## config.mk

```make
export PLATFORM = sky130hd
export DESIGN_NAME = multi_cycle_mips
export DESIGN_NICKNAME = d
export VERILOG_FILES = /design/src/rtl/multi_cycle_mips.sv
export SDC_FILE = /design/constraint.sdc
export NUM_CORES = 2
export LEC_CHECK = 0
export ABC_CLOCK_PERIOD_IN_PS = 11450
export CAP_MARGIN = 20
export CORE_UTILIZATION = 40
export CTS_BUF_LIST = sky130_fd_sc_hd__clkbuf_2
export CTS_CLUSTER_SIZE = 28
export DETAILED_ROUTE_END_ITERATION = 12
export GPL_ROUTABILITY_DRIVEN = 0
export GPL_TIMING_DRIVEN = 0
export MAX_ROUTING_LAYER = met4
export PLACE_DENSITY = 0.53
export SLEW_MARGIN = 10
export SYNTH_ARGS = -nofsm -noshare
export SYNTH_HDL_FRONTEND = slang
export SYNTH_SLANG_ARGS = --single-unit
```

## constraint.sdc

```tcl
create_clock -name clk -period 11.45 [get_ports clk]
set_input_delay 2.29 -clock clk [delete_from_list [all_inputs] [get_ports clk]]
set_output_delay 2.29 -clock clk [all_outputs]
set_load 0.1 [all_outputs]
```

## src/rtl/multi_cycle_mips.sv

```systemverilog
// Multi-cycle MIPS core (add/sub/and/or/nor/slt/jr/lw/sw/beq/j/jal) with
// valid/ready handshakes on instruction and data memories.
module multi_cycle_mips #(
  parameter int unsigned DMEM_AW   = 7,
  parameter logic [31:0] RESET_PC  = 32'h0,
  parameter int unsigned NREG_LOG2 = 5
) (
  input  logic               clk,
  input  logic               rst,
  output logic [31:0]        IR_addr,
  output logic               IR_req,
  input  logic               IR_valid,
  input  logic [31:0]        IR,
  output logic               dmem_req,
  output logic               dmem_we,
  output logic [DMEM_AW-1:0] dmem_addr,
  output logic [31:0]        dmem_wdata,
  input  logic [31:0]        dmem_rdata,
  input  logic               dmem_ready,
  output logic [31:0]        RF_writedata,
  output logic               rf_we,
  output logic               retire,
  output logic               illegal
);

  localparam logic [2:0] S_FETCH  = 3'd0;
  localparam logic [2:0] S_DECODE = 3'd1;
  localparam logic [2:0] S_EXEC   = 3'd2;
  localparam logic [2:0] S_MEM    = 3'd3;
  localparam logic [2:0] S_WB     = 3'd4;

  localparam int unsigned NREG = 1 << NREG_LOG2;

  localparam logic [5:0] OP_RTYPE = 6'h00;
  localparam logic [5:0] OP_J     = 6'h02;
  localparam logic [5:0] OP_JAL   = 6'h03;
  localparam logic [5:0] OP_BEQ   = 6'h04;
  localparam logic [5:0] OP_LW    = 6'h23;
  localparam logic [5:0] OP_SW    = 6'h2B;

  localparam logic [5:0] FN_JR    = 6'h08;
  localparam logic [5:0] FN_ADD   = 6'h20;
  localparam logic [5:0] FN_SUB   = 6'h22;
  localparam logic [5:0] FN_AND   = 6'h24;
  localparam logic [5:0] FN_OR    = 6'h25;
  localparam logic [5:0] FN_NOR   = 6'h27;
  localparam logic [5:0] FN_SLT   = 6'h2A;

  logic [2:0]  state_q, state_d;
  logic [31:0] pc_q, pc_d;
  logic [31:0] ir_q, ir_d;
  logic [31:0] a_q, a_d;
  logic [31:0] b_q, b_d;
  logic [31:0] target_q, target_d;
  logic [31:0] alu_q, alu_d;
  logic [31:0] mdr_q, mdr_d;
  logic [31:0] regs_q [NREG];
  logic [31:0] regs_d [NREG];

  logic [5:0]           op, funct;
  logic [NREG_LOG2-1:0] rs_idx, rt_idx, rd_idx, ra_idx, wr_idx;
  logic [31:0]          rs_val, rt_val, sext_imm, pc4, jtarget, alu_r;
  logic                 is_alu, is_jr, is_lw, is_sw, is_beq, is_j, is_jal, legal;

  assign op       = ir_q[31:26];
  assign funct    = ir_q[5:0];
  assign rs_idx   = NREG_LOG2'(ir_q[25:21]);
  assign rt_idx   = NREG_LOG2'(ir_q[20:16]);
  assign rd_idx   = NREG_LOG2'(ir_q[15:11]);
  assign ra_idx   = NREG_LOG2'(5'd31);
  assign rs_val   = (rs_idx == '0) ? '0 : regs_q[rs_idx];
  assign rt_val   = (rt_idx == '0) ? '0 : regs_q[rt_idx];
  assign sext_imm = {{16{ir_q[15]}}, ir_q[15:0]};
  assign pc4      = pc_q + 32'd4;
  assign jtarget  = {pc4[31:28], ir_q[25:0], 2'b00};

  assign is_alu = (op == OP_RTYPE) &&
                  (funct == FN_ADD || funct == FN_SUB || funct == FN_AND ||
                   funct == FN_OR  || funct == FN_NOR || funct == FN_SLT);
  assign is_jr  = (op == OP_RTYPE) && (funct == FN_JR);
  assign is_lw  = (op == OP_LW);
  assign is_sw  = (op == OP_SW);
  assign is_beq = (op == OP_BEQ);
  assign is_j   = (op == OP_J);
  assign is_jal = (op == OP_JAL);
  assign legal  = is_alu | is_jr | is_lw | is_sw | is_beq | is_j | is_jal;

  always_comb begin
    alu_r = '0;
    unique case (funct)
      FN_ADD:  alu_r = a_q + b_q;
      FN_SUB:  alu_r = a_q - b_q;
      FN_AND:  alu_r = a_q & b_q;
      FN_OR:   alu_r = a_q | b_q;
      FN_NOR:  alu_r = ~(a_q | b_q);
      FN_SLT:  alu_r = {31'b0, $signed(a_q) < $signed(b_q)};
      default: alu_r = '0;
    endcase
  end

  // Memory-side outputs come straight from registers, so they stay stable across wait states.
  assign IR_addr    = pc_q;
  assign dmem_we    = is_sw;
  assign dmem_addr  = alu_q[DMEM_AW+1:2];
  assign dmem_wdata = b_q;

  always_comb begin
    state_d      = state_q;
    pc_d         = pc_q;
    ir_d         = ir_q;
    a_d          = a_q;
    b_d          = b_q;
    target_d     = target_q;
    alu_d        = alu_q;
    mdr_d        = mdr_q;
    regs_d       = regs_q;
    IR_req       = 1'b0;
    dmem_req     = 1'b0;
    rf_we        = 1'b0;
    wr_idx       = '0;
    RF_writedata = '0;
    retire       = 1'b0;
    illegal      = 1'b0;

    unique case (state_q)
      S_FETCH: begin
        IR_req = 1'b1;
        if (IR_valid) begin
          ir_d    = IR;
          state_d = S_DECODE;
        end
      end
      S_DECODE: begin
        a_d      = rs_val;
        b_d      = rt_val;
        target_d = pc4 + (sext_imm << 2);
        state_d  = S_EXEC;
        if (is_j || is_jal) begin
          pc_d    = jtarget;
          retire  = 1'b1;
          state_d = S_FETCH;
          if (is_jal) begin
            rf_we        = 1'b1;
            wr_idx       = ra_idx;
            RF_writedata = pc4;
          end
        end else if (is_jr) begin
          pc_d    = rs_val;
          retire  = 1'b1;
          state_d = S_FETCH;
        end else if (!legal) begin
          pc_d    = pc4;
          illegal = 1'b1;
          retire  = 1'b1;
          state_d = S_FETCH;
        end
      end
      S_EXEC: begin
        if (is_beq) begin
          pc_d    = (a_q == b_q) ? target_q : pc4;
          retire  = 1'b1;
          state_d = S_FETCH;
        end else if (is_lw || is_sw) begin
          alu_d   = a_q + sext_imm;
          state_d = S_MEM;
        end else begin
          alu_d   = alu_r;
          state_d = S_WB;
        end
      end
      S_MEM: begin
        dmem_req = 1'b1;
        if (dmem_ready) begin
          if (is_sw) begin
            pc_d    = pc4;
            retire  = 1'b1;
            state_d = S_FETCH;
          end else begin
            mdr_d   = dmem_rdata;
            state_d = S_WB;
          end
        end
      end
      S_WB: begin
        rf_we        = 1'b1;
        wr_idx       = is_lw ? rt_idx : rd_idx;
        RF_writedata = is_lw ? mdr_q : alu_q;
        pc_d         = pc4;
        retire       = 1'b1;
        state_d      = S_FETCH;
      end
      default: state_d = S_FETCH;
    endcase

    // R[0] is hard-wired: the strobe is still visible on the ports, the write is dropped.
    if (rf_we && (wr_idx != '0)) regs_d[wr_idx] = RF_writedata;
  end

  always_ff @(posedge clk) begin
    if (rst) begin
      state_q  <= S_FETCH;
      pc_q     <= RESET_PC;
      ir_q     <= '0;
      a_q      <= '0;
      b_q      <= '0;
      target_q <= '0;
      alu_q    <= '0;
      mdr_q    <= '0;
      regs_q   <= '{default: '0};
    end else begin
      state_q  <= state_d;
      pc_q     <= pc_d;
      ir_q     <= ir_d;
      a_q      <= a_d;
      b_q      <= b_d;
      target_q <= target_d;
      alu_q    <= alu_d;
      mdr_q    <= mdr_d;
      regs_q   <= regs_d;
    end
  end

endmodule

```

Word level (Yosys, flattened, before mapping)
Index checks and enable logic that the tools add are counted.
{"block": "word_totals", "elab_cells": 161, "output_inout_bits": 109, "memories": 0, "romBits": 0, "ff_bits": 1251, "mem_bits_rw": 0, "inputBits": 68, "latchBits": 0}
{"block": "classes", "magnitude_cmp": 5, "n_mux": 53, "multipliers": 0, "div_mod_pow": 0, "eq_ne": 22, "n_reduce_logical": 22, "addsub": 5, "bitwise_logic": 14, "shift": 0}
{"op": "bitwise mux 1024 bit", "n": 1}
{"op": "two-way mux 32 bit", "n": 18}
{"op": "binary-select mux 32 bit (select 5 bit)", "n": 2}
{"op": "one-hot mux 32 bit (6 select lines)", "n": 1}
{"op": "demux 32 bit (select 5 bit)", "n": 1}
{"op": "one-hot mux 32 bit (4 select lines)", "n": 1}
{"op": "adder 32 bit", "n": 3}
{"op": "one-hot mux 32 bit (2 select lines)", "n": 1}
{"op": "== test 6 bit, second input constant", "n": 8}
{"op": "adder 32 x 3 -> 32 bit, second input constant", "n": 1}
{"op": "AND 32 bit", "n": 1}
{"op": "== test 32 bit", "n": 1}
{"op": "< comparator 32 bit", "n": 1}
{"op": "inverter 32 bit", "n": 1}
{"op": "bitwise OR 32 bit", "n": 1}
{"op": "subtractor 32 bit", "n": 1}
{"op": "greater-or-equal comparator 6 bit, second input constant", "n": 3}
{"op": "inverter 5 -> 6 bit", "n": 3}
{"op": "two-way mux 3 bit", "n": 5}
{"op": "two-way mux 5 bit", "n": 3}
{"op": "two-way mux 1 bit", "n": 13}
{"op": "== test 6 x 2 -> 1 bit, second input constant", "n": 2}
{"op": "one-hot mux 3 bit (4 select lines)", "n": 1}
{"op": "zero test 5 bit", "n": 2}
{"op": "other kinds (23)", "n": 46}

Longest topological paths before layout
{"block": "logic_depth", "word_depth": 17, "mapped_depth": 18, "mapped_depth_nobuf": 18}

Worst setup path after synthesis
No wires, ideal clock.
{"block": "synth_timing", "kind": "in2out", "startpoint": "input port dmem_ready", "endpoint": "output port retire", "stages": 4, "required_ns": 9.160, "n_path_buf": 1, "slack_ns": 5.358, "arrival_ns": 3.802, "cell_sequence": "and3_1 -> a211oi_4 -> inv_2 -> clkbuf_1"}
{"block": "synth_via", "elab_chain_cells": 2}
{"item": "start, declared", "line": "19", "rtl": "input logic dmem_ready,"}
{"item": "two-way mux 1 bit", "line": "173", "rtl": "if (dmem_ready) begin"}
{"item": "one-hot mux 1 bit (4 select lines)", "line": "125", "rtl": "unique case (state_q)"}
{"item": "end, declared", "line": "22", "rtl": "output logic retire,"}
Every way passes these cells.

Final worst setup path
{"block": "layout_timing", "startpoint": "register pc_q[4] (netlist: IR_addr[4])", "endpoint": "output port RF_writedata[31]"}
{"block": "layout_via", "elab_chain_cells": 4}
{"item": "start, declared", "line": "50", "rtl": "logic [31:0] pc_q, pc_d;"}
{"item": "start signal, assigned", "line": "212", "rtl": "pc_q <= pc_d;"}
{"item": "adder 32 x 3 -> 32 bit", "line": "74", "rtl": "assign pc4 = pc_q + 32'd4;"}
{"item": "two-way mux 32 bit", "line": "142", "rtl": "if (is_jal) begin"}
{"item": "two-way mux 32 bit", "line": "138", "rtl": "if (is_j || is_jal) begin"}
{"item": "one-hot mux 32 bit (2 select lines)", "line": "125"}
{"item": "end, declared", "line": "20", "rtl": "output logic [31:0] RF_writedata,"}
Every way passes these cells.

==> results.json <==
{
  "outcome": "finished clean",
  "synth_compound_area_frac": 0.2123,
  "drc": 0,
  "dieWidth_um": 413.9,
  "fin_hold_ws_ns": 0.4622,
  "muxShareOfSynthArea": 0.1926,
  "ys_async_sr_fraction": 0,
  "io_pins": 177,
  "p_leak_nw": 25.27,
  "clk_path_buf_depth": 4,
  "htree_levels": 5,
  "clock_latency_ns": 1.95,
  "fin_setup_tns_ns": 0,
  "setup_slack_ns": 2.075,
  "wl_mm": 370.3,
  "cap_viol_max_count": 0,
  "grt_pass1_wl_mm": 498.5,
  "start_kind": "register",
  "io_buffer_count": 175,
  "p_sw_frac": 0.3439,
  "die_area_um2": 171400,
  "vdd_ir_drop_max_mv": 0.1058,
  "initial_core_util": 0.4046,
  "synth_edf_count": 0,
  "hold_violations": 0,
  "cp_data_arrival_time_ns": 7.09,
  "setup_viol": 0,
  "overflow": 0,
  "drt_iter0_drc": 10184,
  "ctsResizeCount": 0,
  "cts_hold_buf": 0,
  "cts-root-buf": "clkbuf_2",
  "multi_input_area_um2": 39230,
  "pwr-share-comb": 0.146,
  "post_cts_buffers": 0,
  "slew_headroom": 0.04601,
  "critPathKind": "register to primary output",
  "switchingPower_mw": 3.134,
  "fmax_mhz": 106.7,
  "nFillCells": 16838,
  "holdCritPathClass": "register to register",
  "fp.coreArea_um2": 167800,
  "numCtsBuffers": 365,
  "yosysTopAreaCellShare": 0.3689,
  "num_rows": 150,
  "timing.final.max_slew_violations": 0,
  "worstMarginPinSlew_ns": 1.420,
  "yosys.cell_types.count": 82,
  "hpwl_mm": 278.7,
  "ant_nets": 0,
  "drt_pre_antenna_iters": 9,
  "cellInternalPower_mw": 5.981,
  "synth_fa_ha_area_frac": 0.03012,
  "synth_xor_area_frac": 0.01806,
  "nNetsFinal": 8121,
  "grt_pass1_vias": 63852,
  "fin_crit_ns": 9.375,
  "viasPerCell": 6.655,
  "finClkSkew_ns": 0.2271,
  "cts_num_sinks": 1251,
  "place_ws_ns": 3.828,
  "areaGrowthSynthToFinish_pct": 12.66,
  "seq_power_share": 0.486,
  "critPathCaptureType": "primary output",
  "period_share": 0.8188,
  "ys_ff_latch": 1251,
  "p_clk_frac": 0.368,
  "yosys.area_share.simple": 0.1229,
  "synth_top_cell_by_area": "dfxtp_1",
  "synthCells": 7276,
  "synth_top_family_by_area": "compound AO/OA/AOI/OAI gates",
  "power.density_nw_per_um2": 119.2,
  "synth_nets": 7505,
  "cts_tree": "built",
  "grt_antenna_before_repair": 21,
  "clk_pin_slew_ns": 0.10,
  "vias": 68916,
  "crit_fanout": 10,
  "ff_latch_area_um2": 25050,
  "synth_warnings": 0,
  "synth_seq_area_share": 0.3689,
  "avgSynthCellArea_um2": 9.329,
  "track_usage": 0.4326,
  "worstPathRequired_ns": 9.16,
  "syn_area_um2": 67880,
  "ys_top_cells_by_area": "dfxtp_1, mux4_2, a211oi_1",
  "grt_max_degree": 18,
  "drive_above_1_share": 0.1781,
  "rsz0062_at_grt": "false",
  "drt-wirelength-per-cell_um": 35.76,
  "die_y_um": 413.9,
  "ys.flop_type": "dfxtp_1"
}
[worst max-delay path, stage by stage (launching register included)]
cell and delay (ns):
dfxtp_1 0.57, nand3_1 0.19, nor3_1 0.71, nand3_1 0.23, nor3_1 0.44, nand4_1 0.22
xor2_1 0.40, o22a_1 0.85, clkbuf_1 0.53, inv_1 0.09, clkdlybuf4s50_1 1.02
[cell families (layout without fill, tap and decap cells)]
family | Yosys count | after routing
xor gates and xnor gates | 140 | 140
other | 0 | 31
buffers and inverters | 920 | 1764
and+or+nand+nor | 2022 | 2022
muxes | 698 | 698
DFF | 1251 | 1251
AOI/OAI and AO/OA | 2084 | 2084
adders and majority gates | 161 | 161
[layout by cell type, fill, tap and decap left out, types with 46 or more instances in the layout]
cell,Yosys,final
clkbuf_1,536,511
mux2i_1,169,169
nand3_1,47,47
o221ai_1,48,48
mux4_2,482,482
a21oi_1,418,396
a21o_1,57,57
nand2_1,424,424
nor2b_1,48,48
nor3_1,84,81
inv_1,166,166
o22ai_1,62,62
xnor2_1,101,101
nor2_1,1256,1256
clkdlybuf4s50_1,0,175
a22oi_1,54,54
ha_1,157,157
clkinv_1,0,46
mux2_2,47,47
buf_2,144,165
a221oi_1,52,52
o21ai_0,138,137
a211oi_1,1049,1045
dfxtp_1,1251,1250
clkbuf_2,1,563
[worst paths after layout]
kind / from / endpoint / slack (ns) / depth (start not counted)
hold / removal: target_q[8]$_SDFFE_PP0P_ / target_q[8]$_SDFFE_PP0P_ / 0.46 / 2
setup / recovery: IR_addr[4]$_SDFFE_PP0P_ / RF_writedata[31] / 2.07 / 10
hold reg to reg: target_q[8]$_SDFFE_PP0P_ / target_q[8]$_SDFFE_PP0P_ / 0.46 / 2
setup reg to reg: ir_q[23]$_SDFFE_PP0P_ / IR_addr[24]$_SDFFE_PP0P_ / 5.11 / 11
[power groups by stage]
stage / combinational (mW) / sequential, mW / clock [mW]
detailed placement: 1.23 / 4.53 / 0
floorplan: 0.596 / 4.57 / 0
global route: 1.32 / 4.43 / 3.53
finish: 1.33 / 4.43 / 3.36
CTS: 1.23 / 4.43 / 3.31
global placement: 1.20 / 4.53 / 0
[synth_stat cells (all sizes together), types with 5 or more instances]
library cell  number
and3              22
or4                6
o22ai             62
inv              168
clkbuf           537
nor4              15
or3               13
o211ai            18
nand3             49
o221ai            48
nor2b             48
ha               157
a31oi             31
o21a              16
and4               5
o21ai            146
o31ai             23
mux4             482
a22o              17
nand4             22
buf              215
nand2            425
nand2b            20
xnor2            101
a211o             12
o21bai            19
xor2              39
mux2i            169
dfxtp           1251
a222oi            14
a21o              57
a211oi          1051
a22oi             54
mux2              47
nor3              85
a311oi             5
nor2            1289
a221oi            52
a21oi            419
and2              12
[layout make-up]
type                    instances  share of cell area
plain buffers                 752             0.04125
clock inverters                58            0.003616
well taps                    2204             0.03606
diodes                         31            0.001014
inverters                     168            0.008246
multi-input cells            5105              0.5130
flip-flops and latches       1251              0.3275
clock buffers                 537             0.03514
repair buffers                249             0.03421
[per-stage QoR]
stage / utilization / total power, mW / cells / area [µm²]
6_report: 0.4558 / 9.115 / 10355 / 76470
5_1_grt: 0.4556 / 9.278 / 10345 / 76450
4_1_cts: 0.4541 / 8.969 / 10305 / 76200
3_5_place_dp: 0.4365 / 5.757 / 9710 / 73240
3_3_place_gp: 0.4314 / 5.731 / 9655 / 72390
2_1_floorplan: - / 5.166 / 7276 / 67880
[registers in the layout (all words and copies together), names as in the netlist]
name / flops
IR_addr: 32
a_q: 32
alu_q: 32
dmem_wdata: 32
ir_q: 32
mdr_q: 32
regs_q: 1024
state_q: 3
target_q: 32
[layer usage]
metal | GRT usage | part of all wire | wire length (µm)
met1 | 0.4882 | 0.35 | 131000
met5 | - | 0 | 0
met3 | 0.1675 | 0.13 | 49350
met4 | 0.3686 | 0.10 | 38740
met2 | 0.5964 | 0.41 | 151200
(Power assumes the default switching activity.)
